File: config.mk
export PLATFORM = sky130hd
export DESIGN_NAME = ewrapper_io_tx_ser
export DESIGN_NICKNAME = d
export VERILOG_FILES = /design/src/rtl/ewrapper_io_tx_ser.sv
export SDC_FILE = /design/constraint.sdc
export NUM_CORES = 1
export LEC_CHECK = 0
export BUFFER_PORTS_ARGS = -buffer_cell sky130_fd_sc_hd__buf_4
export CAP_MARGIN = 20
export CORE_ASPECT_RATIO = 1.2
export CORE_UTILIZATION = 30
export DETAILED_ROUTE_END_ITERATION = 10
export SYNTH_ARGS = -nofsm -noshare
export SYNTH_HDL_FRONTEND = slang
export SYNTH_SLANG_ARGS = --single-unit
File: constraint.sdc
create_clock -name CLK_IN -period 6.53 [get_ports CLK_IN]
set_input_delay 0.3265 -clock CLK_IN [delete_from_list [all_inputs] [get_ports CLK_IN]]
set_output_delay 0.3265 -clock CLK_IN [all_outputs]
set_load 0.005 [all_outputs]
File: src/rtl/ewrapper_io_tx_ser.sv
// eLink transmit serializer: 9 lanes x 8 bits, 2 bits per lane per fast cycle, 4-slot frames.
// Optional build macro ETX_LANE_INVERT_EN inverts TX_EVEN/TX_ODD at the output registers.
module ewrapper_io_tx_ser (
    input  logic        CLK_IN,
    input  logic        IO_RESET,
    input  logic [71:0] DATA_FROM_DEVICE,
    input  logic        DATA_VALID,
    output logic        DATA_READY,
    output logic [8:0]  TX_EVEN,
    output logic [8:0]  TX_ODD,
    output logic        TX_FRAME,
    output logic        TX_IDLE,
    output logic [15:0] UNDERFLOW_CNT
);

`ifdef ETX_LANE_INVERT_EN
    localparam logic [8:0] LANE_POL = 9'h1FF;
`else
    localparam logic [8:0] LANE_POL = 9'h000;
`endif

    logic [1:0]  cnt_r;
    logic        full_r;
    logic [71:0] hold_r;
    logic [71:0] word_r;
    logic [8:0]  tx_even_r;
    logic [8:0]  tx_odd_r;
    logic        tx_frame_r;
    logic        tx_idle_r;
    logic [15:0] uf_cnt_r;

    logic        ready_s;
    logic        load_s;
    logic        accept_s;
    logic [1:0]  cnt_nx_s;
    logic        full_nx_s;
    logic [71:0] word_nx_s;
    logic        idle_nx_s;
    logic        uf_inc_s;

    // Per-lane bit of slot s: even takes bit 7-2s, odd takes bit 6-2s, MSB first.
    function automatic logic [8:0] slot_bits(input logic [71:0] w, input logic [1:0] s,
                                             input logic odd);
        logic [8:0] r;
        logic [7:0] b;
        logic [2:0] pos;
        pos = 3'd7 - {s, 1'b0} - {2'b00, odd};
        r   = 9'h000;
        for (int l = 0; l < 9; l++) begin
            b    = w[l*8 +: 8];
            r[l] = b[pos];
        end
        return r;
    endfunction

    assign ready_s    = ~full_r | (cnt_r == 2'd3);
    assign DATA_READY = ready_s;

    // Handshake, frame-load selection and underflow detection.
    always_comb begin
        load_s    = (cnt_r == 2'd3);
        accept_s  = DATA_VALID & ready_s;
        cnt_nx_s  = cnt_r + 2'd1;
        word_nx_s = word_r;
        idle_nx_s = tx_idle_r;
        uf_inc_s  = 1'b0;
        full_nx_s = full_r;
        if (load_s) begin
            if (full_r) begin
                word_nx_s = hold_r;
                idle_nx_s = 1'b0;
            end else begin
                word_nx_s = 72'd0;
                idle_nx_s = 1'b1;
                uf_inc_s  = ~tx_idle_r & (uf_cnt_r != 16'hFFFF);
            end
        end else begin
            word_nx_s = word_r;
            idle_nx_s = tx_idle_r;
        end
        // A same-edge accept refills the hold register the load just drained.
        if (accept_s) begin
            full_nx_s = 1'b1;
        end else if (load_s) begin
            full_nx_s = 1'b0;
        end else begin
            full_nx_s = full_r;
        end
    end

    // State and registered outputs; output slot tracks the post-edge counter.
    always_ff @(posedge CLK_IN or posedge IO_RESET) begin
        if (IO_RESET) begin
            cnt_r      <= 2'd0;
            full_r     <= 1'b0;
            hold_r     <= 72'd0;
            word_r     <= 72'd0;
            tx_even_r  <= LANE_POL;
            tx_odd_r   <= LANE_POL;
            tx_frame_r <= 1'b1;
            tx_idle_r  <= 1'b1;
            uf_cnt_r   <= 16'd0;
        end else begin
            cnt_r      <= cnt_nx_s;
            full_r     <= full_nx_s;
            hold_r     <= accept_s ? DATA_FROM_DEVICE : hold_r;
            word_r     <= word_nx_s;
            tx_even_r  <= slot_bits(word_nx_s, cnt_nx_s, 1'b0) ^ LANE_POL;
            tx_odd_r   <= slot_bits(word_nx_s, cnt_nx_s, 1'b1) ^ LANE_POL;
            tx_frame_r <= load_s;
            tx_idle_r  <= idle_nx_s;
            uf_cnt_r   <= uf_cnt_r + {15'd0, uf_inc_s};
        end
    end

    assign TX_EVEN       = tx_even_r;
    assign TX_ODD        = tx_odd_r;
    assign TX_FRAME      = tx_frame_r;
    assign TX_IDLE       = tx_idle_r;
    assign UNDERFLOW_CNT = uf_cnt_r;

endmodule

# Yosys cells after proc, flatten, opt, wreduce, memory -nomap -nowiden
# Index checks and enable logic that the tools add are counted.
# Widths: inputs -> output; s select.
# word_totals
in_bits,75
output_inout_bits,37
word_cells,66
ff_bits,183
# classes
eq_ne,2
n_bitwise,5
n_mux,43
add_sub_neg,4
magnitude_cmp,2
reduce_logical,1
# ops
cell,n
$mux 72,2
$bmux 1 s3,18
$mux 1,23
$add 16x1->16,1
$ne 16x16->1 const B,1
$lt 3x4->1 const B,2
$sub 3x1->3 const B,1
$sub 3x3->3 const A,1
$add 2x1->2 const B,1
$and 1x1->1,2
$eq 2x2->1 const B,1
$not 1->1,2
$reduce_bool 2->1,1
$or 1x1->1,1

# Longest topological paths before layout
# depth
depth_word,5
depth_mapped,9
depth_no_buf,9

# Worst setup path before layout
# OpenSTA, ideal clock, no wires.
# synth_timing
kind,register to register
start,register cnt_r[0]
end,"register uf_cnt_r[12], in the netlist UNDERFLOW_CNT[12]"
n_path_buf,1
path_stages_with_launch,9
setup_slack_ns,4.443
setup_time_ns,0.079
arrival_time_ns,2.008
t_required_ns,6.451
synth_period_minus_slack_ns,2.087
path_cell_list,dfrtp_1 -> ha_1 -> buf_2 -> nor4b_1 -> ha_1 -> ha_1 -> nand3_1 -> nor3_1 -> xor2_1
# synth_via
elab_chain_len,3
# synth_rtl
element,line,rtl
from (decl),22,logic [1:0] cnt_r;
from (signal assigned),104,cnt_r <= cnt_nx_s;
$eq 2x2->1,61,load_s = (cnt_r == 2'd3);
via load_s,33,logic load_s;
$mux 1,68,if (load_s) begin
$add 16x1->16,112,"uf_cnt_r <= uf_cnt_r + {15'd0, uf_inc_s};"
to (signal assigned),112,
to (decl),30,logic [15:0] uf_cnt_r;
# The timed path passes the listed nets, and every way through them passes these cells.
# A chain may end at the register's enable or synchronous reset.

# Worst setup path in the final report
# Same ends and word-level chain as after synthesis.

==> results.toml <==
[outcome]
status = "complete, no violations"

[clock_tree]
htreeDepth = 4
cts_tree = "built"
numCtsBuffers = 17
hold_buffers = 0
cts_sinks = 183
cts.clk_slew.worst_paths_ns = 0.07
root_buffer = "clkbuf_16"
clkLatencyLatePin_ns = 0.43
ctsResizeCount = 0
post-cts-setup-buffer-count = 0
clock_path_buffers = 2

[synthesis]
synth_edf_count = 0
synth_cells = 572
synth_top_area_cell = "dfrtp_1"
synth_top_area_share_pct = 61.8
ys_types = 28
async_flop_share_pct = 100
syn-cell-area_um2 = 7330
ys_seq_elements = 183
synth_common_cells = "dfrtp_1, inv_1, mux2_1"
yosysWarnings = 0
avgSynthCellArea_um2 = 12.8
synth_ff_type = "dfrtp_1"
syn_nets = 651
yosysSeqAreaShare_pct = 62.5
post-synth-top-count-cell = "dfrtp_1"
synth_area_leaders = "dfrtp_1, mux2_1, mux4_2"

[drt]
drt_pass1_iterations = 4
drc = 0
wl_per_cell_um = 13.7
viasPerCell = 4.29
drtIter0Drc = 167
wl_um = 13900
route.vias.total = 4336
drtAntennaViolNets = 0

[layout]
syn2layout_area_growth_pct = 24.4
drive_gt1_share_pct = 27.8
diodes = 0
final_nets = 756

[worst_setup_path]
cp_slowest_stage_delay_ns = 0.86
setup.worst_path.start_class = "flip-flop"
worstPathRequired_ns = 6.89
slowest_stage = "ha_4"
crit_fanout = 86
rr_worst_depth = 7
reg2reg_from = "cnt_r[0]"
path_class = "reg -> reg"
crit_top_cell = "ha_1"
crit_arrival_ns = 3.19
reg2reg_to = "UNDERFLOW_CNT[12]"
path_cells = "ha_4, nor4b_1, ha_1, ha_1, nand3_1, nor3_1, xor2_1"
rrSetupSlack_ns = 3.70
end_kind = "flip-flop"

[min_path]
hold_path.class = "in -> async"

[die]
ioPinCount = 112
core_area_um2 = 24000
die_height_um = 173
dieArea_um2 = 25100
die_w_um = 145
initial_core_util_pct = 30.6
num_rows = 62

[grt]
grt_use_total_pct = 12.2
grt_overflow = 0
antenna_found_initial = 0
grt_max_degree = 117
grt_pass1_vias = 4611
grt_pass1_wl_um = 23600

[flow_run]
maxCapViolCount = 0

[timing]
worst_pin_slew_ns = 1.04
fmax_mhz = 354
hold_viol = 0
relSlewSlack_pct = 30.9
period_share_pct = 43.3
rsz0062_at_grt = "no"
fin_crit_ns = 2.83
fin_skew_ns = 0.0162
slew_viol_final = 0
finalSetupViolations = 0
tns_ns = 0

[power_and_ir_drop]
powerDensity_nw_per_um2 = 303
finalPower_mw = 2.76
p_leak_nw = 4.20
peakVddDrop_uv = 147

[place]
numPortBuffers = 111
place_congestion = 0.714
hpwl_um = 8690
## worst max-delay path by stage
stage / from / to / slack [ns]
finish: cnt_r[0] / UNDERFLOW_CNT[12] / 3.70
global route: cnt_r[0] / UNDERFLOW_CNT[12] / 3.42
CTS: cnt_r[0] / hold_r[46] / 3.58
detailed placement: cnt_r[0] / hold_r[55] / 3.59
global placement: cnt_r[0] / hold_r[25] / 3.64
floorplan: IO_RESET / TX_EVEN[0] / 1.23
## layout by cell type, fill, tap and decap left out, types with 16 or more instances in the layout
cell         n
o21ai_2     16
o21ai_1     47
nand2_1     60
inv_1       74
buf_4      112
nand3_1     18
clkbuf_16   17
mux4_2      18
mux2_1      72
dfrtp_1    181
## power breakdown
| part | leakage [nW] | switching (mW) | internal [mW] |
|---|---|---|---|
| clock network | 0.333 | 0.446 | 0.722 |
| logic | 1.69 | 0.115 | 0.141 |
| registers | 2.18 | 0.0580 | 1.28 |
## worst max-delay path, delay by kind of cell, from the launching register on
kind | cells | cell delay [ns]
adders and majority gates | 3 | 1.43
and+or+nand+nor | 3 | 0.73
DFF | 1 | 0.43
xor gates and xnor gates | 1 | 0.16
## logic make-up after synthesis
| group | Yosys count | synth area share, % |
|---|---|---|
| adder cells (fa/ha/maj) | 4 | 0.683 |
| flip-flops | 183 | 62.5 |
| buffers and inverters | 103 | 6.35 |
| AO/OA/AOI/OAI | 72 | 5.74 |
| AND/OR/NAND/NOR | 106 | 6.45 |
| multiplexers | 90 | 16.6 |
| XOR/XNOR | 14 | 1.67 |
## metrics by stage
step | setup slack (ns) | util [%] | hold slack [ns] | instances | cell area [um^2]
final | 3.70 | 38.0 | 0.0295 | 1010 | 9110
after CTS | 3.58 | 37.9 | 0.0770 | 1009 | 9090
after global routing | 3.42 | 38.0 | 0.0868 | 1010 | 9110
after global placement | 3.64 | 35.1 | 0.474 | 977 | 8420
after detailed placement | 3.59 | 35.1 | 0.481 | 977 | 8420
after floorplan | 1.23 | - | 0.435 | 572 | 7330
## final cells by class
class / instances / area (um^2)
clock buffer: 17 / 425
inverter: 76 / 293
timing repair buffer: 113 / 868
fill: 2347 / 14900
tap: 320 / 400
clock inverter: 15 / 244
sequential: 183 / 4580
multi-input combinational: 286 / 2300
## registers in the layout, summed over array words and instances (netlist names)
| signal | cells |
|---|---|
| hold_r | 72 |
| full_r | 1 |
| TX_EVEN | 9 |
| word_r | 72 |
| cnt_r | 2 |
| UNDERFLOW_CNT | 16 |
| TX_IDLE | 1 |
| TX_ODD | 9 |
| TX_FRAME | 1 |
## metal layers
layer | vias to the layer above | routed length (um) | GRT usage [%]
li1 | 2101 | - | -
met1 | 2126 | 6310 | 15.5
met2 | 90 | 6530 | 19.0
met3 | 19 | 788 | 4.06
met4 | 0 | 225 | 5.00
met5 | - | 0 | 0
No activity file was read; power rests on OpenSTA's default activity.
